## src/rtl/vram_access_responder_if.sv

```systemverilog
`default_nettype none
// ============================================================================
// Module   : vram_access_responder_if
// Brief    : Arbiter / external VRAM / read-toggle bundle for the VRAM responder.
// Revision : 1.0 - initial release
// ============================================================================
interface vram_access_responder_if;
    logic [1:0]  DOTSTATE;
    logic [18:0] IRAMADR;
    logic [7:0]  PRAMDBO_8;
    logic        PRAMWE_N;
    logic        VDPVRAMREADINGR;
    logic        vdp_cmd_vram_reading_req;
    logic [7:0]  mem_rdata;
    logic [18:0] mem_addr;
    logic [7:0]  mem_wdata;
    logic        mem_we_n;
    logic        mem_oe_n;
    logic [7:0]  PRAMDBI_8;
    logic        pramdbi_vld;
    logic        VDPVRAMREADINGA;
    logic [7:0]  VDPVRAMRDDATA;
    logic        vdp_cmd_vram_reading_ack;
    logic [7:0]  vdp_cmd_vram_rd_data;

    modport slave (
        input  DOTSTATE, IRAMADR, PRAMDBO_8, PRAMWE_N,
        input  VDPVRAMREADINGR, vdp_cmd_vram_reading_req, mem_rdata,
        output mem_addr, mem_wdata, mem_we_n, mem_oe_n,
        output PRAMDBI_8, pramdbi_vld,
        output VDPVRAMREADINGA, VDPVRAMRDDATA,
        output vdp_cmd_vram_reading_ack, vdp_cmd_vram_rd_data
    );

    modport master (
        output DOTSTATE, IRAMADR, PRAMDBO_8, PRAMWE_N,
        output VDPVRAMREADINGR, vdp_cmd_vram_reading_req, mem_rdata,
        input  mem_addr, mem_wdata, mem_we_n, mem_oe_n,
        input  PRAMDBI_8, pramdbi_vld,
        input  VDPVRAMREADINGA, VDPVRAMRDDATA,
        input  vdp_cmd_vram_reading_ack, vdp_cmd_vram_rd_data
    );
endinterface
`default_nettype wire

```

## src/rtl/vram_access_responder.sv

```systemverilog
`default_nettype none
// ============================================================================
// Module   : vram_access_responder
// Brief    : Dot-phase slotted external VRAM access with CPU/command read toggles.
// Revision : 1.0 - initial release
// ============================================================================
module vram_access_responder (
    input  wire logic                     CLK21M,
    input  wire logic                     RESET,
    vram_access_responder_if.slave        bus
);

    localparam logic [1:0] c_dot_pri = 2'b00;
    localparam logic [1:0] c_dot_sec = 2'b11;

    typedef enum logic [1:0] {
        ST_IDLE    = 2'd0,
        ST_PRI_ACC = 2'd1,
        ST_SEC_ACC = 2'd2
    } state_t;

    state_t      r_state;
    state_t      w_state_nxt;
    logic        w_launch_pri;
    logic        w_launch_sec;
    logic        w_cap_pri;
    logic        w_cap_sec;
    logic        w_pri_write;
    logic        w_cpu_pend;
    logic        w_cmd_pend;

    logic [18:0] r_mem_addr;
    logic [7:0]  r_mem_wdata;
    logic        r_mem_we_n;
    logic        r_mem_oe_n;
    logic [7:0]  r_pramdbi;
    logic        r_pramdbi_vld;
    logic        r_cpu_ack;
    logic [7:0]  r_cpu_rdata;
    logic        r_cmd_ack;
    logic [7:0]  r_cmd_rdata;
    logic        r_wr;
    logic        r_cpu_tag;
    logic        r_cmd_tag;
    logic        r_cpu_req_lat;
    logic        r_cmd_req_lat;

    always_ff @(posedge CLK21M or posedge RESET) begin
        if (RESET) begin
            r_state <= ST_IDLE;
        end else begin
            r_state <= w_state_nxt;
        end
    end

    // Launch only from IDLE; the cycle that leaves an ACC state is the capture cycle.
    always_comb begin
        w_state_nxt  = r_state;
        w_launch_pri = 1'b0;
        w_launch_sec = 1'b0;
        w_cap_pri    = 1'b0;
        w_cap_sec    = 1'b0;
        case (r_state)
            ST_IDLE: begin
                if (bus.DOTSTATE == c_dot_pri) begin
                    w_state_nxt  = ST_PRI_ACC;
                    w_launch_pri = 1'b1;
                end else if (bus.DOTSTATE == c_dot_sec) begin
                    w_state_nxt  = ST_SEC_ACC;
                    w_launch_sec = 1'b1;
                end
            end
            ST_PRI_ACC: begin
                w_state_nxt = ST_IDLE;
                w_cap_pri   = ~r_wr;
            end
            ST_SEC_ACC: begin
                w_state_nxt = ST_IDLE;
                w_cap_sec   = 1'b1;
            end
            default: begin
                w_state_nxt = ST_IDLE;
            end
        endcase
    end

    assign w_pri_write = w_launch_pri & ~bus.PRAMWE_N;
    assign w_cpu_pend  = bus.VDPVRAMREADINGR != r_cpu_ack;
    assign w_cmd_pend  = bus.vdp_cmd_vram_reading_req != r_cmd_ack;

    always_ff @(posedge CLK21M or posedge RESET) begin
        if (RESET) begin
            r_mem_addr    <= 19'h7FFFF;
            r_mem_wdata   <= 8'h00;
            r_mem_we_n    <= 1'b1;
            r_mem_oe_n    <= 1'b1;
            r_pramdbi     <= 8'h00;
            r_pramdbi_vld <= 1'b0;
            r_cpu_ack     <= 1'b0;
            r_cpu_rdata   <= 8'h00;
            r_cmd_ack     <= 1'b0;
            r_cmd_rdata   <= 8'h00;
            r_wr          <= 1'b0;
            r_cpu_tag     <= 1'b0;
            r_cmd_tag     <= 1'b0;
            r_cpu_req_lat <= 1'b0;
            r_cmd_req_lat <= 1'b0;
        end else begin
            r_mem_we_n    <= 1'b1;
            r_mem_oe_n    <= 1'b1;
            r_pramdbi_vld <= 1'b0;

            if (w_launch_pri || w_launch_sec) begin
                r_mem_addr <= bus.IRAMADR;
                r_wr       <= w_pri_write;
                if (w_pri_write) begin
                    r_mem_wdata <= bus.PRAMDBO_8;
                    r_mem_we_n  <= 1'b0;
                end else begin
                    r_mem_oe_n  <= 1'b0;
                end
            end

            // Request levels are frozen here so a toggle during the access waits a slot.
            if (w_launch_pri && !w_pri_write) begin
                r_cpu_tag     <= w_cpu_pend;
                r_cmd_tag     <= w_cmd_pend & ~w_cpu_pend;
                r_cpu_req_lat <= bus.VDPVRAMREADINGR;
                r_cmd_req_lat <= bus.vdp_cmd_vram_reading_req;
            end

            if (w_cap_pri || w_cap_sec) begin
                r_pramdbi     <= bus.mem_rdata;
                r_pramdbi_vld <= 1'b1;
            end

            if (w_cap_pri) begin
                if (r_cpu_tag) begin
                    r_cpu_rdata <= bus.mem_rdata;
                    r_cpu_ack   <= r_cpu_req_lat;
                end
                if (r_cmd_tag) begin
                    r_cmd_rdata <= bus.mem_rdata;
                    r_cmd_ack   <= r_cmd_req_lat;
                end
                r_cpu_tag <= 1'b0;
                r_cmd_tag <= 1'b0;
            end
        end
    end

    assign bus.mem_addr                 = r_mem_addr;
    assign bus.mem_wdata                = r_mem_wdata;
    assign bus.mem_we_n                 = r_mem_we_n;
    assign bus.mem_oe_n                 = r_mem_oe_n;
    assign bus.PRAMDBI_8                = r_pramdbi;
    assign bus.pramdbi_vld              = r_pramdbi_vld;
    assign bus.VDPVRAMREADINGA          = r_cpu_ack;
    assign bus.VDPVRAMRDDATA            = r_cpu_rdata;
    assign bus.vdp_cmd_vram_reading_ack = r_cmd_ack;
    assign bus.vdp_cmd_vram_rd_data     = r_cmd_rdata;

endmodule
`default_nettype wire

```

## src/flat_wrapper.sv

```systemverilog
// flat-port wrapper written by rule: the top's interface ports become plain ports
module vram_access_responder_flat 
  (CLK21M, RESET, bus_DOTSTATE, bus_IRAMADR, bus_PRAMDBO_8, bus_PRAMWE_N, bus_VDPVRAMREADINGR, bus_vdp_cmd_vram_reading_req, bus_mem_rdata, bus_mem_addr, bus_mem_wdata, bus_mem_we_n, bus_mem_oe_n, bus_PRAMDBI_8, bus_pramdbi_vld, bus_VDPVRAMREADINGA, bus_VDPVRAMRDDATA, bus_vdp_cmd_vram_reading_ack, bus_vdp_cmd_vram_rd_data);
  vram_access_responder_if bus_i ();
  input  wire logic CLK21M;
  input  wire logic RESET;
  input wire logic [$bits(bus_i.DOTSTATE)-1:0] bus_DOTSTATE;
  input wire logic [$bits(bus_i.IRAMADR)-1:0] bus_IRAMADR;
  input wire logic [$bits(bus_i.PRAMDBO_8)-1:0] bus_PRAMDBO_8;
  input wire logic [$bits(bus_i.PRAMWE_N)-1:0] bus_PRAMWE_N;
  input wire logic [$bits(bus_i.VDPVRAMREADINGR)-1:0] bus_VDPVRAMREADINGR;
  input wire logic [$bits(bus_i.vdp_cmd_vram_reading_req)-1:0] bus_vdp_cmd_vram_reading_req;
  input wire logic [$bits(bus_i.mem_rdata)-1:0] bus_mem_rdata;
  output wire logic [$bits(bus_i.mem_addr)-1:0] bus_mem_addr;
  output wire logic [$bits(bus_i.mem_wdata)-1:0] bus_mem_wdata;
  output wire logic [$bits(bus_i.mem_we_n)-1:0] bus_mem_we_n;
  output wire logic [$bits(bus_i.mem_oe_n)-1:0] bus_mem_oe_n;
  output wire logic [$bits(bus_i.PRAMDBI_8)-1:0] bus_PRAMDBI_8;
  output wire logic [$bits(bus_i.pramdbi_vld)-1:0] bus_pramdbi_vld;
  output wire logic [$bits(bus_i.VDPVRAMREADINGA)-1:0] bus_VDPVRAMREADINGA;
  output wire logic [$bits(bus_i.VDPVRAMRDDATA)-1:0] bus_VDPVRAMRDDATA;
  output wire logic [$bits(bus_i.vdp_cmd_vram_reading_ack)-1:0] bus_vdp_cmd_vram_reading_ack;
  output wire logic [$bits(bus_i.vdp_cmd_vram_rd_data)-1:0] bus_vdp_cmd_vram_rd_data;
  assign bus_i.DOTSTATE = bus_DOTSTATE;
  assign bus_i.IRAMADR = bus_IRAMADR;
  assign bus_i.PRAMDBO_8 = bus_PRAMDBO_8;
  assign bus_i.PRAMWE_N = bus_PRAMWE_N;
  assign bus_i.VDPVRAMREADINGR = bus_VDPVRAMREADINGR;
  assign bus_i.vdp_cmd_vram_reading_req = bus_vdp_cmd_vram_reading_req;
  assign bus_i.mem_rdata = bus_mem_rdata;
  assign bus_mem_addr = bus_i.mem_addr;
  assign bus_mem_wdata = bus_i.mem_wdata;
  assign bus_mem_we_n = bus_i.mem_we_n;
  assign bus_mem_oe_n = bus_i.mem_oe_n;
  assign bus_PRAMDBI_8 = bus_i.PRAMDBI_8;
  assign bus_pramdbi_vld = bus_i.pramdbi_vld;
  assign bus_VDPVRAMREADINGA = bus_i.VDPVRAMREADINGA;
  assign bus_VDPVRAMRDDATA = bus_i.VDPVRAMRDDATA;
  assign bus_vdp_cmd_vram_reading_ack = bus_i.vdp_cmd_vram_reading_ack;
  assign bus_vdp_cmd_vram_rd_data = bus_i.vdp_cmd_vram_rd_data;
  vram_access_responder u_core (.CLK21M(CLK21M), .RESET(RESET), .bus(bus_i));
endmodule
```

## config.mk

```make
export PLATFORM = sky130hd
export DESIGN_NAME = vram_access_responder_flat
export DESIGN_NICKNAME = d
export VERILOG_FILES = /design/src/rtl/vram_access_responder_if.sv /design/src/rtl/vram_access_responder.sv /design/src/flat_wrapper.sv
export SDC_FILE = /design/constraint.sdc
export NUM_CORES = 1
export LEC_CHECK = 0
export ABC_AREA = 0
export ABC_CLOCK_PERIOD_IN_PS = 2750
export CAP_MARGIN = 5
export CORE_MARGIN = 1.5
export CORE_UTILIZATION = 44
export CTS_BUF_LIST = sky130_fd_sc_hd__clkbuf_4
export DETAILED_ROUTE_END_ITERATION = 6
export HOLD_SLACK_MARGIN = 0.12
export PLACE_DENSITY_LB_ADDON = 0.12
export SLEW_MARGIN = 20
export SYNTH_ARGS = -nofsm -noshare
export SYNTH_HDL_FRONTEND = slang
export SYNTH_SLANG_ARGS = --single-unit
```

## constraint.sdc

```tcl
create_clock -name CLK21M -period 2.75 [get_ports CLK21M]
set_clock_uncertainty 0.15 [all_clocks]
set_input_delay 0.55 -clock CLK21M [delete_from_list [all_inputs] [get_ports CLK21M]]
set_output_delay 0.55 -clock CLK21M [all_outputs]
set_load 0.005 [all_outputs]
```

==> results of run 1 <==
## cells by family (layout without fill, tap and decap cells)
kind of cell | Yosys count | in the layout
muxes | 55 | 55
xor gates and xnor gates | 3 | 3
and+or+nand+nor | 11 | 11
buffers and inverters | 11 | 123
AOI/OAI and AO/OA | 6 | 6
DFF | 63 | 63
## where the power goes
part	internal, mW	switching [mW]	total [mW]
registers	1.24	0.141	1.38
logic	0.695	0.270	0.965
clock network	0.291	0.309	0.600
total	2.23	0.721	2.95
## cell usage in the layout, fill, tap and decap left out, drive strengths merged, types with 2 or more instances in the layout
cell	n
clkinv	4
xor2	2
inv	6
nor2	2
buf	4
clkbuf	11
dfstp	21
clkdlybuf4s50	97
dfrtp	42
mux2	55
a21oi	3
and2	2
## worst paths after layout
path / startpoint / endpoint
worst max-delay path: u_core.bus.mem_addr[7] / bus_mem_addr[7]
worst min-delay path: u_core.r_state[0] / u_core.r_state[1]
worst max register to register: u_core.r_state[1] / u_core.bus.vdp_cmd_vram_rd_data[5]
worst min register to register: u_core.r_state[0] / u_core.r_state[1]
max in group asynchronous: RESET / u_core.bus.mem_addr[9]
min in group asynchronous: RESET / u_core.bus.vdp_cmd_vram_rd_data[2]
## area by class of cell
cell class / instances / area, um2 / area share, %
clock inverter: 5 / 48.80 / 1.348
clock buffer: 11 / 82.58 / 2.281
inverter: 6 / 22.52 / 0.6220
sequential: 63 / 1603 / 44.26
multi-input combinational: 75 / 763.2 / 21.08
timing repair buffer: 101 / 1013 / 27.99
tap: 70 / 87.58 / 2.419
## metal layers
metal  vias to the layer above  GRT usage [%]  wire (um)
met5                         -              0          0
met4                         0          6.545         69
met3                         7          5.714        269
met2                        47          29.56       2490
met1                       772          22.99       2099
li1                        739              -          -
## sequential cells by signal, indices dropped and copies added (netlist names)
name and count:
u_core.bus.VDPVRAMREADINGA 1, u_core.r_cmd_tag 1, u_core.bus.mem_addr 19, u_core.bus.vdp_cmd_vram_reading_ack 1, u_core.bus.VDPVRAMRDDATA 8, u_core.bus.pramdbi_vld 1, u_core.r_cpu_req_lat 1, u_core.r_cmd_req_lat 1
u_core.bus.mem_wdata 8, u_core.bus.vdp_cmd_vram_rd_data 8, u_core.r_wr 1, u_core.r_state 2, u_core.bus.PRAMDBI_8 8, u_core.bus.mem_we_n 1, u_core.bus.mem_oe_n 1, u_core.r_cpu_tag 1
## metrics by stage
| stage | cells | util (%) | setup WS [ns] | area (um2) | hold slack, ns |
|---|---|---|---|---|---|
| final | 331 | 69.57 | 0.6249 | 3621 | 0.3507 |
| after global routing | 331 | 69.57 | 0.5425 | 3621 | 0.3667 |
| after CTS | 331 | 69.57 | 0.6001 | 3621 | 0.3457 |
| after detailed placement | 315 | 67.04 | 0.2208 | 3490 | 0.3336 |
| after global placement | 315 | 67.04 | 0.2554 | 3490 | 0.3385 |
| after floorplan | 149 | - | 0.5150 | 2420 | 0.3036 |
==> impl_results.html, run 1 <==
<table>
<tr><th>Metric</th><th>Value</th></tr>
<tr><th colspan="2">Setup path</th></tr>
<tr><td>Buffers &amp; Inverters on Critical Path</td><td>1</td></tr>
<tr><td>Data required time at the worst endpoint</td><td>about 2.1 ns</td></tr>
<tr><td>Sort of element at the end of the critical path</td><td>output port</td></tr>
<tr><td>Register-to-register setup slack</td><td>roughly 0.8 ns</td></tr>
<tr><td>Start-to-end type of the worst setup path</td><td>flip-flop to output port</td></tr>
<tr><td>Maximum fanout encountered on the critical timing path</td><td>2</td></tr>
<tr><td>Highest-delay cell along the critical path</td><td>sky130_fd_sc_hd__dfstp_2</td></tr>
<tr><td>Critical path startpoint category</td><td>flip-flop</td></tr>
<tr><td>Ordered list of cells on the worst path</td><td>clkdlybuf4s50_1</td></tr>
<tr><td>Arrival time of the worst setup path</td><td>~1.4 ns</td></tr>
<tr><td>Cell count along the critical path</td><td>1</td></tr>
<tr><td>Critical Path Max Stage Delay</td><td>between 0.5 and 0.6 ns</td></tr>
<tr><td>Length in cells of the worst reg-to-reg path</td><td>3</td></tr>
<tr><td>Gate family responsible for the most delay along the worst path</td><td>flip-flops</td></tr>
<tr><th colspan="2">Clock tree</th></tr>
<tr><td>Clock transition at path regs</td><td>around 0.10 ns</td></tr>
<tr><td>Post-CTS setup-driven buffer insertion count</td><td>0</td></tr>
<tr><td>Number of buffers added to fix hold violations after cts</td><td>0</td></tr>
<tr><td>TritonCTS clock tree</td><td>built</td></tr>
<tr><td>TritonCTS Buffers</td><td>9</td></tr>
<tr><td>Count of cells resized by post-cts repair</td><td>0</td></tr>
<tr><td>Count of clock tree sinks</td><td>63</td></tr>
<tr><td>Root Buffer Master</td><td>sky130_fd_sc_hd__clkbuf_4</td></tr>
<tr><td>H-tree lvl count</td><td>3</td></tr>
<tr><td>Skew-Pair Late Insertion Delay</td><td>about 0.38 ns</td></tr>
<tr><td>Largest buffer count on any clock path</td><td>2</td></tr>
<tr><th colspan="2">Drt</th></tr>
<tr><td>WL/cell</td><td>14.89 um</td></tr>
<tr><td>Post-route DRC violation count</td><td>0</td></tr>
<tr><td>Remaining number of nets flagged by the antenna check after routing</td><td>0</td></tr>
<tr><td>Drt initial violations</td><td>73</td></tr>
<tr><td>WL final</td><td>4928 um</td></tr>
<tr><td>Initial DRT Pass Iterations</td><td>4</td></tr>
<tr><td>Routed via count divided by cell count</td><td>approximately 4.7</td></tr>
<tr><td>Via count</td><td>1565</td></tr>
<tr><th colspan="2">Pwr</th></tr>
<tr><td>Maximum VDD drop</td><td>0.5141 mV</td></tr>
<tr><td>Total design power</td><td>roughly 2.9 mW</td></tr>
<tr><td>Leakage</td><td>around 1.5 nW</td></tr>
<tr><td>Power density normalized to cell area</td><td>814.4 mW/mm2</td></tr>
<tr><th colspan="2">Synth</th></tr>
<tr><td>Mean post-synth cell area</td><td>around 16 um2</td></tr>
<tr><td>Most numerous cell types in the synthesized netlist</td><td>sky130_fd_sc_hd__mux2_2 (54), sky130_fd_sc_hd__dfrtp_1 (42), sky130_fd_sc_hd__dfstp_2 (21), sky130_fd_sc_hd__inv_1 (6), sky130_fd_sc_hd__buf_2 (4)</td></tr>
<tr><td>Largest family of logic cells by synthesized area</td><td>multiplexers</td></tr>
<tr><td>Primary FF master, synth</td><td>sky130_fd_sc_hd__dfrtp_1</td></tr>
<tr><td>Register bit count reported by yosys</td><td>63</td></tr>
<tr><td>Synthesized-area fraction occupied by adder cells</td><td>0%</td></tr>
<tr><td>Portion of synthesized cell area occupied by the leading cell type</td><td>a little over two fifths</td></tr>
<tr><td>Most common cell in the synthesized netlist</td><td>sky130_fd_sc_hd__mux2_2</td></tr>
<tr><td>Cell accounting for the most synthesized area</td><td>sky130_fd_sc_hd__dfrtp_1</td></tr>
<tr><td>Xor and xnor fraction of the mapped netlist area</td><td>under 10%</td></tr>
<tr><td>Warnings from Yosys</td><td>0</td></tr>
<tr><td>Mapped Cells</td><td>approximately 150</td></tr>
<tr><td>Synthesized Nets</td><td>roughly 190</td></tr>
<tr><td>Area contributors post-synth</td><td>sky130_fd_sc_hd__dfrtp_1 (43%), sky130_fd_sc_hd__mux2_2 (25%), sky130_fd_sc_hd__dfstp_2 (23%), sky130_fd_sc_hd__inv_1 (0.93%), sky130_fd_sc_hd__buf_2 (0.83%)</td></tr>
<tr><td>Count of cell types in the netlist</td><td>24</td></tr>
<tr><td>Post-synth EDFFs</td><td>0</td></tr>
<tr><td>Area fraction in compound gates after synthesis</td><td>under 10%</td></tr>
<tr><td>Area share of and/or/nand/nor cells after synthesis</td><td>under 10%</td></tr>
<tr><td>Ys async rst share</td><td>100.0%</td></tr>
<tr><td>Share of cell area taken by muxes after synthesis</td><td>25.59%</td></tr>
<tr><td>Sequential fraction of the synthesis area</td><td>between 60% and 70%</td></tr>
<tr><td>Netlist Area Pre-Place</td><td>0.002420 mm2</td></tr>
<tr><th colspan="2">GRT</th></tr>
<tr><td>Initial antenna violation count</td><td>0</td></tr>
<tr><td>Overall fraction of global-route tracks in use</td><td>a little under a fifth</td></tr>
<tr><td>Largest net degree at the start of global routing</td><td>27</td></tr>
<tr><td>Leftover overflow at the end of global routing</td><td>0</td></tr>
<tr><td>Wire length of the first global-routing pass</td><td>around 8300 um</td></tr>
<tr><td>Number of global-route vias before repair</td><td>1666</td></tr>
<tr><th colspan="2">Final layout</th></tr>
<tr><td>Post-layout nets</td><td>a little under 300</td></tr>
<tr><td>Share of final-layout standard cells stronger than drive strength 1</td><td>a little under two fifths</td></tr>
<tr><td>Fillers</td><td>a little over 400</td></tr>
<tr><td>Antenna Diode Count</td><td>0</td></tr>
<tr><td>Layout-stage area growth over the synthesis result</td><td>49.64%</td></tr>
<tr><th colspan="2">Timing</th></tr>
<tr><td>RSZ-0062 raised after global routing</td><td>no</td></tr>
<tr><td>Pin slew with the least headroom to its limit</td><td>0.5634 ns</td></tr>
<tr><td>Number of failing hold endpoints at the final stage</td><td>0</td></tr>
<tr><td>Count of endpoints failing setup in the final report</td><td>0</td></tr>
<tr><td>Normalized max-slew margin</td><td>62.44%</td></tr>
<tr><td>Final critical-path share of the clock period</td><td>about 77%</td></tr>
<tr><td>Crit path time final</td><td>2.125 ns</td></tr>
<tr><td>Final TNS setup</td><td>0 ns</td></tr>
<tr><td>Achievable frequency</td><td>roughly 470 MHz</td></tr>
<tr><td>Final number of max-transition violations</td><td>0</td></tr>
<tr><th colspan="2">Floorplanning</th></tr>
<tr><td>Die outline area</td><td>slightly below 0.006 mm2</td></tr>
<tr><td>Number of placed I/O pins</td><td>98</td></tr>
<tr><td>Overall die height</td><td>between 70 and 80 um</td></tr>
<tr><td>Horiz. Die Dim</td><td>approximately 77 um</td></tr>
<tr><td>Std-Cell Rows</td><td>26</td></tr>
<tr><td>Initial Utilization</td><td>between 40% and 50%</td></tr>
<tr><td>Core area</td><td>around 0.0052 mm2</td></tr>
<tr><th colspan="2">Job</th></tr>
<tr><td>Number of max-cap violations</td><td>0</td></tr>
<tr><th colspan="2">Place</th></tr>
<tr><td>Port Buf Inserts</td><td>between 90 and 100</td></tr>
<tr><td>Final GP Congestion</td><td>roughly 0.74</td></tr>
<tr><td>HPWL after DPL</td><td>roughly 3600 um</td></tr>
<tr><th colspan="2">Min path</th></tr>
<tr><td>Class of the most critical hold timing path</td><td>flip-flop to flip-flop</td></tr>
<tr><td>Hold path cells</td><td>1</td></tr>
<tr><th colspan="2">Outcome</th></tr>
<tr><td>Result of the run</td><td>finished clean</td></tr>
</table>
No activity file was read; power rests on OpenSTA's default activity.
==> run 2: changes to the inputs <==
--- a/config.mk
+++ b/config.mk
@@ -6,7 +6,7 @@
 export NUM_CORES = 1
 export LEC_CHECK = 0
 export ABC_AREA = 0
-export ABC_CLOCK_PERIOD_IN_PS = 2750
+export ABC_CLOCK_PERIOD_IN_PS = 2000
 export CAP_MARGIN = 5
 export CORE_MARGIN = 1.5
 export CORE_UTILIZATION = 44
==> constraint.sdc (replaced) <==
create_clock -name CLK21M -period 2 [get_ports CLK21M]
set_clock_uncertainty 0.15 [all_clocks]
set_input_delay 0.4 -clock CLK21M [delete_from_list [all_inputs] [get_ports CLK21M]]
set_output_delay 0.4 -clock CLK21M [all_outputs]
set_load 0.005 [all_outputs]
==> run 2 against run 1 <==
Against the previous run:
- non-clock buffer count is 5 higher
- via count grew 0.64%
- wire length fell by 1.7%
- cell area is 1.8% higher
- cell count rose by 1.5%
- register-to-register slack lost 0.66 ns
- die area is the same
- total power rose by 36%
- clock power rose by 34%
- critical endpoint is now u_core.bus.mem_wdata[3]
- highest routed layer unchanged
==> impl_results.html, run 2 (same netlist as run 1, synthesis figures left out) <==
<table>
<tr><th>Metric</th><th>Value</th></tr>
<tr><th colspan="2">Clock tree</th></tr>
<tr><td>Skew-Pair Late Insertion Delay</td><td>0.38 ns (about the same)</td></tr>
<tr><td>Count of clock tree sinks</td><td>63 (unchanged)</td></tr>
<tr><td>Number of buffers added to fix hold violations after cts</td><td>0 (unchanged)</td></tr>
<tr><td>TritonCTS Buffers</td><td>9 (unchanged)</td></tr>
<tr><td>H-tree lvl count</td><td>3 (unchanged)</td></tr>
<tr><td>TritonCTS clock tree</td><td>built</td></tr>
<tr><td>Root Buffer Master</td><td>sky130_fd_sc_hd__clkbuf_4</td></tr>
<tr><td>Clock transition at path regs</td><td>0.10 ns (about the same)</td></tr>
<tr><td>Largest buffer count on any clock path</td><td>2 (unchanged)</td></tr>
<tr><th colspan="2">Final layout</th></tr>
<tr><td>Fillers</td><td>383 (-6.4%)</td></tr>
<tr><td>Layout-stage area growth over the synthesis result</td><td>52.27%</td></tr>
<tr><td>Post-layout nets</td><td>303 (+1.7%)</td></tr>
<tr><td>Sequential Area</td><td>0.001603 mm2 (unchanged)</td></tr>
<tr><td>Commonest non-fill, non-tap cells in the layout</td><td>sky130_fd_sc_hd__clkdlybuf4s50_1 (76), sky130_fd_sc_hd__mux2_2 (54), sky130_fd_sc_hd__dfrtp_1 (42), sky130_fd_sc_hd__dfstp_2 (21), sky130_fd_sc_hd__dlymetal6s2s_1 (11)</td></tr>
<tr><td>Max reg flops</td><td>19 (unchanged)</td></tr>
<tr><td>Final Non-Filler Cells</td><td>336 (+1.5%)</td></tr>
<tr><td>Multi-input gate area in the final layout</td><td>763.2 um2 (unchanged)</td></tr>
<tr><td>Most common cell after layout, fill and taps aside</td><td>sky130_fd_sc_hd__clkdlybuf4s50_1</td></tr>
<tr><td>Antenna Diode Count</td><td>0 (unchanged)</td></tr>
<tr><td>Share of final-layout standard cells stronger than drive strength 1</td><td>38.72% (+0.41 points)</td></tr>
<tr><td>Final Cell Area</td><td>0.003685 mm2 (+1.8%)</td></tr>
<tr><th colspan="2">Job</th></tr>
<tr><td>Number of max-cap violations</td><td>0 (unchanged)</td></tr>
<tr><th colspan="2">Setup path</th></tr>
<tr><td>Critical path startpoint category</td><td>input pin</td></tr>
<tr><td>Data required time at the worst endpoint</td><td>2.13 ns (+0.08 ns)</td></tr>
<tr><td>Arrival time of the worst setup path</td><td>2.08 ns (+0.65 ns)</td></tr>
<tr><td>Sort of element at the end of the critical path</td><td>flip-flop</td></tr>
<tr><td>Start-to-end type of the worst setup path</td><td>input pin to flip-flop</td></tr>
<tr><td>Register-to-register setup slack</td><td>0.14 ns (-0.66 ns)</td></tr>
<tr><td>Maximum fanout encountered on the critical timing path</td><td>11 (+9)</td></tr>
<tr><th colspan="2">Drt</th></tr>
<tr><td>Post-route DRC violation count</td><td>0 (unchanged)</td></tr>
<tr><td>WL final</td><td>4845 um (-1.7%)</td></tr>
<tr><td>Routed via count divided by cell count</td><td>4.688 (-0.86%)</td></tr>
<tr><td>Drt initial violations</td><td>48 (-34%)</td></tr>
<tr><td>Remaining number of nets flagged by the antenna check after routing</td><td>0 (unchanged)</td></tr>
<tr><td>Initial DRT Pass Iterations</td><td>4 (unchanged)</td></tr>
<tr><td>WL/cell</td><td>14.42 um (-3.1%)</td></tr>
<tr><td>Via count</td><td>1575 (+0.64%)</td></tr>
<tr><th colspan="2">Floorplanning</th></tr>
<tr><td>Std-Cell Rows</td><td>26 (unchanged)</td></tr>
<tr><td>Horiz. Die Dim</td><td>77.16 um (unchanged)</td></tr>
<tr><td>Overall die height</td><td>77.16 um (unchanged)</td></tr>
<tr><td>Initial Utilization</td><td>46.49% (unchanged)</td></tr>
<tr><td>Core area</td><td>0.005205 mm2 (unchanged)</td></tr>
<tr><td>Die outline area</td><td>0.005954 mm2 (unchanged)</td></tr>
<tr><td>Number of placed I/O pins</td><td>98 (unchanged)</td></tr>
<tr><th colspan="2">GRT</th></tr>
<tr><td>Number of global-route vias before repair</td><td>1672 (+0.36%)</td></tr>
<tr><td>Largest net degree at the start of global routing</td><td>59 (+120%)</td></tr>
<tr><td>Overall fraction of global-route tracks in use</td><td>17.74% (-0.51 points)</td></tr>
<tr><td>Leftover overflow at the end of global routing</td><td>0 (unchanged)</td></tr>
<tr><td>Initial antenna violation count</td><td>0 (unchanged)</td></tr>
<tr><td>Wire length of the first global-routing pass</td><td>7907 um (-4.2%)</td></tr>
<tr><th colspan="2">Place</th></tr>
<tr><td>Port Buf Inserts</td><td>97 (unchanged)</td></tr>
<tr><td>HPWL after DPL</td><td>3310 um (-8.5%)</td></tr>
<tr><td>Final GP Congestion</td><td>0.7148 (-2.8%)</td></tr>
<tr><td>Count of placed standard cells including taps</td><td>320 (+1.6%)</td></tr>
<tr><td>Dpl cell area</td><td>0.003543 mm2 (+1.5%)</td></tr>
<tr><th colspan="2">Pwr</th></tr>
<tr><td>Maximum VDD drop</td><td>0.7640 mV (+49%)</td></tr>
<tr><td>Leakage</td><td>1.653 nW (+8.3%)</td></tr>
<tr><td>Total design power</td><td>3.998 mW (+36%)</td></tr>
<tr><td>Power density normalized to cell area</td><td>1085 mW/mm2 (+33%)</td></tr>
<tr><th colspan="2">Timing</th></tr>
<tr><td>Crit path time final</td><td>slightly below 2 ns</td></tr>
<tr><td>Pin slew with the least headroom to its limit</td><td>0.3604 ns (-0.2030 ns)</td></tr>
<tr><td>Number of failing hold endpoints at the final stage</td><td>0 (unchanged)</td></tr>
<tr><td>RSZ-0062 raised after global routing</td><td>no</td></tr>
<tr><td>Achievable frequency</td><td>512.6 MHz</td></tr>
<tr><td>Final critical-path share of the clock period</td><td>between 90% and 100%</td></tr>
<tr><td>Count of endpoints failing setup in the final report</td><td>0 (unchanged)</td></tr>
<tr><td>Normalized max-slew margin</td><td>75.87% (+13 points)</td></tr>
<tr><td>Final number of max-transition violations</td><td>0 (unchanged)</td></tr>
<tr><td>Worst hold slack across all endpoints</td><td>0.3072 ns (-0.04357 ns)</td></tr>
<tr><th colspan="2">Min path</th></tr>
<tr><td>Class of the most critical hold timing path</td><td>input pin to async pin</td></tr>
<tr><th colspan="2">Outcome</th></tr>
<tr><td>Result of the run</td><td>finished clean</td></tr>
</table>
## run 2: cell types whose count changed in the layout (fill, tap and decap cells not counted), sizes merged
cell           delta
clkdlybuf4s50    -21
dlymetal6s2s     +11
dlygate4sd2      +10
buf               +5
clkbuf            -1
clkinv            +1
clkinvlp          +1
inv               -1
## run 2: layout make-up
type	instances	share of cell area, %
Sequential cell	63	43.50
Clock buffer	10	2.037
Inverter	6	0.7131
Multi-Input combinational cell	75	20.71
Clock inverter	6	1.392
Timing Repair Buffer	106	29.27
Tap cell	70	2.377
## run 2: worst paths after layout
kind,end,startpoint,depth (start not counted)
worst min-delay path,u_core.bus.mem_addr[13],RESET,2
worst max-delay path,u_core.bus.mem_wdata[3],bus_DOTSTATE[1],4
worst min register to register,u_core.r_state[1],u_core.r_state[0],1
min in group CLK21M,u_core.r_state[1],u_core.r_state[0],1
worst max register to register,u_core.bus.vdp_cmd_vram_rd_data[1],u_core.r_state[1],5
max in group asynchronous,u_core.bus.mem_addr[0],RESET,3
## run 2: routing by layer
layer / share of wire (%) / wire length [um] / vias to the layer above / GRT usage (%)
met2: 48 / 2338 / 54 / 27.54
met5: 0 / 0 / - / 0
met4: 1.9 / 91 / 0 / 10.36
met3: 6.6 / 318 / 7 / 5.833
met1: 43 / 2096 / 767 / 21.54
li1: - / - / 747 / -
## run 2: stage by stage
step / setup TNS, ns / utilization [%] / setup WS [ns]
2_1_floorplan: 0 / - / 0.2131
3_5_place_dp: -7.305 / 68.08 / -0.3677
4_1_cts: 0 / 70.26 / 0.0003167
5_1_grt: 0 / 70.79 / 0.03631
3_3_place_gp: -6.606 / 68.08 / -0.3412
6_report: 0 / 70.79 / 0.04902
## run 2: worst max-delay path, stage by stage
cell and delay (ns):
sky130_fd_sc_hd__clkdlybuf4s50_1 0.45, sky130_fd_sc_hd__or4_4 0.60, sky130_fd_sc_hd__nor2_4 0.26, sky130_fd_sc_hd__mux2_2 0.37
## run 2: what timing repair did
item | 4_1_cts | 5_1_grt
endpoints found under the setup margin | 10 | 11
pin swaps | 0 | 0
buffers inserted | 0 | 0
gates resized for setup | 10 | 11
## run 2: where the power goes
group / total [mW] / switching, mW / leakage (nW) / internal, mW
Combinational: 1.30 / 0.373 / 0.841 / 0.927
Sequential: 1.90 / 0.188 / 0.739 / 1.71
Clock: 0.803 / 0.423 / 0.0727 / 0.380
Total: 4.00 / 0.985 / 1.65 / 3.01
==> run 3: changes to the inputs <==
--- a/config.mk
+++ b/config.mk
@@ -8,8 +8,10 @@
 export ABC_AREA = 0
 export ABC_CLOCK_PERIOD_IN_PS = 2000
 export CAP_MARGIN = 5
+export CELL_PAD_IN_SITES_DETAIL_PLACEMENT = 1
+export CELL_PAD_IN_SITES_GLOBAL_PLACEMENT = 1
 export CORE_MARGIN = 1.5
-export CORE_UTILIZATION = 44
+export CORE_UTILIZATION = 35
 export CTS_BUF_LIST = sky130_fd_sc_hd__clkbuf_4
 export DETAILED_ROUTE_END_ITERATION = 6
 export HOLD_SLACK_MARGIN = 0.12
==> run 3 against run 2 <==
Against the previous run:
- flip-flop and latch count stayed put
- cell count is 3.3% higher
- maximum frequency is 1.5% higher
- sequential power hardly changed
- largest cell class unchanged
==> impl_results.html, run 3 (same netlist as run 1, synthesis figures left out) <==
<table>
<tr><th>Metric</th><th>Value</th></tr>
<tr><th colspan="2">Setup path</th></tr>
<tr><td>Arrival time of the worst setup path</td><td>2.05 ns (-0.03 ns)</td></tr>
<tr><td>Data required time at the worst endpoint</td><td>2.12 ns (about the same)</td></tr>
<tr><td>Maximum fanout encountered on the critical timing path</td><td>3 (-8)</td></tr>
<tr><td>Sort of element at the end of the critical path</td><td>flip-flop</td></tr>
<tr><td>Critical path startpoint category</td><td>input pin</td></tr>
<tr><td>Start-to-end type of the worst setup path</td><td>input pin to flip-flop</td></tr>
<tr><th colspan="2">Floorplanning</th></tr>
<tr><td>Overall die height</td><td>86.15 um (+12%)</td></tr>
<tr><td>Initial Utilization</td><td>35.81% (-11 points)</td></tr>
<tr><td>Horiz. Die Dim</td><td>86.15 um (+12%)</td></tr>
<tr><td>Std-Cell Rows</td><td>30 (+15%)</td></tr>
<tr><td>Die outline area</td><td>0.007422 mm2 (+25%)</td></tr>
<tr><td>Number of placed I/O pins</td><td>98 (unchanged)</td></tr>
<tr><td>Core area</td><td>0.006756 mm2 (+30%)</td></tr>
<tr><th colspan="2">Drt</th></tr>
<tr><td>Met2 wire length</td><td>2694 um (+15%)</td></tr>
<tr><td>Post-route DRC violation count</td><td>0 (unchanged)</td></tr>
<tr><td>Via count</td><td>1621 (+2.9%)</td></tr>
<tr><td>Drt initial violations</td><td>44 (-8.3%)</td></tr>
<tr><td>WL final</td><td>5292 um (+9.2%)</td></tr>
<tr><td>Routed via count divided by cell count</td><td>4.671 (-0.34%)</td></tr>
<tr><td>WL/cell</td><td>15.25 um (+5.8%)</td></tr>
<tr><td>Remaining number of nets flagged by the antenna check after routing</td><td>0 (unchanged)</td></tr>
<tr><td>Highest layer used for signal routing</td><td>met4</td></tr>
<tr><td>Metal1 wirelength</td><td>2262 um (+7.9%)</td></tr>
<tr><td>Amount of wire on met3 after detailed routing</td><td>268 um (-16%)</td></tr>
<tr><td>Initial DRT Pass Iterations</td><td>4 (unchanged)</td></tr>
<tr><th colspan="2">Job</th></tr>
<tr><td>Number of max-cap violations</td><td>0 (unchanged)</td></tr>
<tr><th colspan="2">Timing</th></tr>
<tr><td>Achievable frequency</td><td>520.2 MHz (+1.5%)</td></tr>
<tr><td>Final critical-path share of the clock period</td><td>96.12% (-1.4 points)</td></tr>
<tr><td>Number of failing hold endpoints at the final stage</td><td>0 (unchanged)</td></tr>
<tr><td>Crit path time final</td><td>1.922 ns (-0.02861 ns)</td></tr>
<tr><td>Final number of max-transition violations</td><td>0 (unchanged)</td></tr>
<tr><td>Count of endpoints failing setup in the final report</td><td>0 (unchanged)</td></tr>
<tr><td>Normalized max-slew margin</td><td>62.94% (-13 points)</td></tr>
<tr><td>RSZ-0062 raised after global routing</td><td>no</td></tr>
<tr><td>Pin slew with the least headroom to its limit</td><td>0.5558 ns (+0.1954 ns)</td></tr>
<tr><th colspan="2">GRT</th></tr>
<tr><td>Largest net degree at the start of global routing</td><td>22 (-63%)</td></tr>
<tr><td>Wire length of the first global-routing pass</td><td>8500 um (+7.5%)</td></tr>
<tr><td>Initial antenna violation count</td><td>0 (unchanged)</td></tr>
<tr><td>Overall fraction of global-route tracks in use</td><td>14.98% (-2.8 points)</td></tr>
<tr><td>Number of global-route vias before repair</td><td>1775 (+6.2%)</td></tr>
<tr><td>Leftover overflow at the end of global routing</td><td>0 (unchanged)</td></tr>
<tr><th colspan="2">Final layout</th></tr>
<tr><td>Fillers</td><td>671 (+75%)</td></tr>
<tr><td>Antenna Diode Count</td><td>0 (unchanged)</td></tr>
<tr><td>Post-layout nets</td><td>304 (+0.33%)</td></tr>
<tr><td>Commonest non-fill, non-tap cells in the layout</td><td>sky130_fd_sc_hd__clkdlybuf4s50_1 (76), sky130_fd_sc_hd__mux2_2 (54), sky130_fd_sc_hd__dfrtp_1 (42), sky130_fd_sc_hd__dfstp_2 (21), sky130_fd_sc_hd__dlymetal6s2s_1 (14)</td></tr>
<tr><td>Max reg flops</td><td>19 (unchanged)</td></tr>
<tr><td>Share of final-layout standard cells stronger than drive strength 1</td><td>39.33% (+0.60 points)</td></tr>
<tr><td>Most common cell after layout, fill and taps aside</td><td>sky130_fd_sc_hd__clkdlybuf4s50_1</td></tr>
<tr><td>Final Cell Area</td><td>0.003755 mm2 (+1.9%)</td></tr>
<tr><td>Layout-stage area growth over the synthesis result</td><td>55.17%</td></tr>
<tr><td>Final design utilization</td><td>55.57% (-15 points)</td></tr>
<tr><th colspan="2">Outcome</th></tr>
<tr><td>Result of the run</td><td>finished clean</td></tr>
<tr><th colspan="2">Pwr</th></tr>
<tr><td>Power density normalized to cell area</td><td>1040 mW/mm2 (-4.2%)</td></tr>
<tr><td>Leakage</td><td>1.691 nW (+2.3%)</td></tr>
<tr><td>Maximum VDD drop</td><td>0.6406 mV (-16%)</td></tr>
<tr><td>Total design power</td><td>3.904 mW (-2.3%)</td></tr>
<tr><th colspan="2">Clock tree</th></tr>
<tr><td>Clock transition at path regs</td><td>0.11 ns (about the same)</td></tr>
<tr><td>Largest buffer count on any clock path</td><td>2 (unchanged)</td></tr>
<tr><td>TritonCTS Buffers</td><td>9 (unchanged)</td></tr>
<tr><td>Root Buffer Master</td><td>sky130_fd_sc_hd__clkbuf_4</td></tr>
<tr><td>Count of clock tree sinks</td><td>63 (unchanged)</td></tr>
<tr><td>TritonCTS clock tree</td><td>built</td></tr>
<tr><td>Skew-Pair Late Insertion Delay</td><td>0.39 ns (about the same)</td></tr>
<tr><td>H-tree lvl count</td><td>3 (unchanged)</td></tr>
<tr><th colspan="2">Min path</th></tr>
<tr><td>Class of the most critical hold timing path</td><td>flip-flop to flip-flop</td></tr>
<tr><th colspan="2">Place</th></tr>
<tr><td>Final GP Congestion</td><td>0.6797 (-4.9%)</td></tr>
<tr><td>Port Buf Inserts</td><td>97 (unchanged)</td></tr>
<tr><td>Dpl cell area</td><td>0.003626 mm2 (+2.3%)</td></tr>
<tr><td>HPWL after DPL</td><td>3763 um (+14%)</td></tr>
</table>
==> run 3: cell types whose count changed in the layout (fill, tap and decap cells not counted) <==
cell	delta
sky130_fd_sc_hd__buf_12	+5
sky130_fd_sc_hd__buf_4	-4
sky130_fd_sc_hd__dlygate4sd2_1	-3
sky130_fd_sc_hd__dlymetal6s2s_1	+3
sky130_fd_sc_hd__clkinv_2	+2
sky130_fd_sc_hd__bufinv_16	-1
sky130_fd_sc_hd__clkinv_1	-1
==> run 3: critical path, cell delays in order <==
cell	delay, ns
sky130_fd_sc_hd__clkdlybuf4s50_1	0.46
sky130_fd_sc_hd__or4_4	0.59
sky130_fd_sc_hd__nor2_1	0.23
sky130_fd_sc_hd__mux2_2	0.36
==> run 3: per-layer routing <==
metal | vias to the layer above | GRT usage, %
met3 | 6 | 4.139
met2 | 57 | 25.34
met4 | 0 | 6.158
li1 | 745 | -
met5 | - | 0
met1 | 813 | 18.08
==> run 3: repair_timing <==
action,CTS,global route
setup endpoints to repair,7,14
hold buffers,0,0
buffers inserted,0,0
endpoints found under the hold margin,0,0
gates resized for setup,7,14
==> run 3: path summary, 6_finish.rpt <==
| check | start | end | slack (ns) | depth (start not counted) |
|---|---|---|---|---|
| worst max-delay path | bus_DOTSTATE[1] | u_core.r_cmd_req_lat | 0.08 | 4 |
| worst min-delay path | u_core.r_wr | u_core.r_wr | 0.36 | 1 |
| worst max register to register | u_core.r_state[1] | u_core.r_cmd_req_lat | 0.15 | 3 |
| worst min register to register | u_core.r_wr | u_core.r_wr | 0.36 | 1 |
| max in group asynchronous | RESET | u_core.bus.mem_we_n | 1.10 | 3 |
| min in group asynchronous | RESET | u_core.r_wr | 0.38 | 3 |
==> run 3: report_power, final <==
group	internal [mW]	leakage, nW	switching, mW
combinational	0.940	0.887	0.374
sequential	1.71	0.739	0.189
clock	0.253	0.0648	0.440
total	2.90	1.69	1.00
==> run 3: cell type report <==
cell class	count	area, um2	area share (%)
clock buffer	10	75.07	1.999
sequential	63	1603	42.69
clock inverter	6	27.53	0.7331
multi-input combinational	75	763.2	20.33
inverter	6	26.28	0.6998
tap	80	100.1	2.666
timing repair buffer	107	1160	30.89
==> run 3: through the flow <==
step	worst slack, ns	setup TNS [ns]	hold WS [ns]	std cells
global placement	-0.2966	-5.863	0.3348	331
finish	0.07763	0	0.3591	347
detailed placement	-0.3269	-6.663	0.3409	331
global route	0.05057	0	0.3795	347
floorplan	0.2131	0	0.3036	149
CTS	0.002183	0	0.3622	347
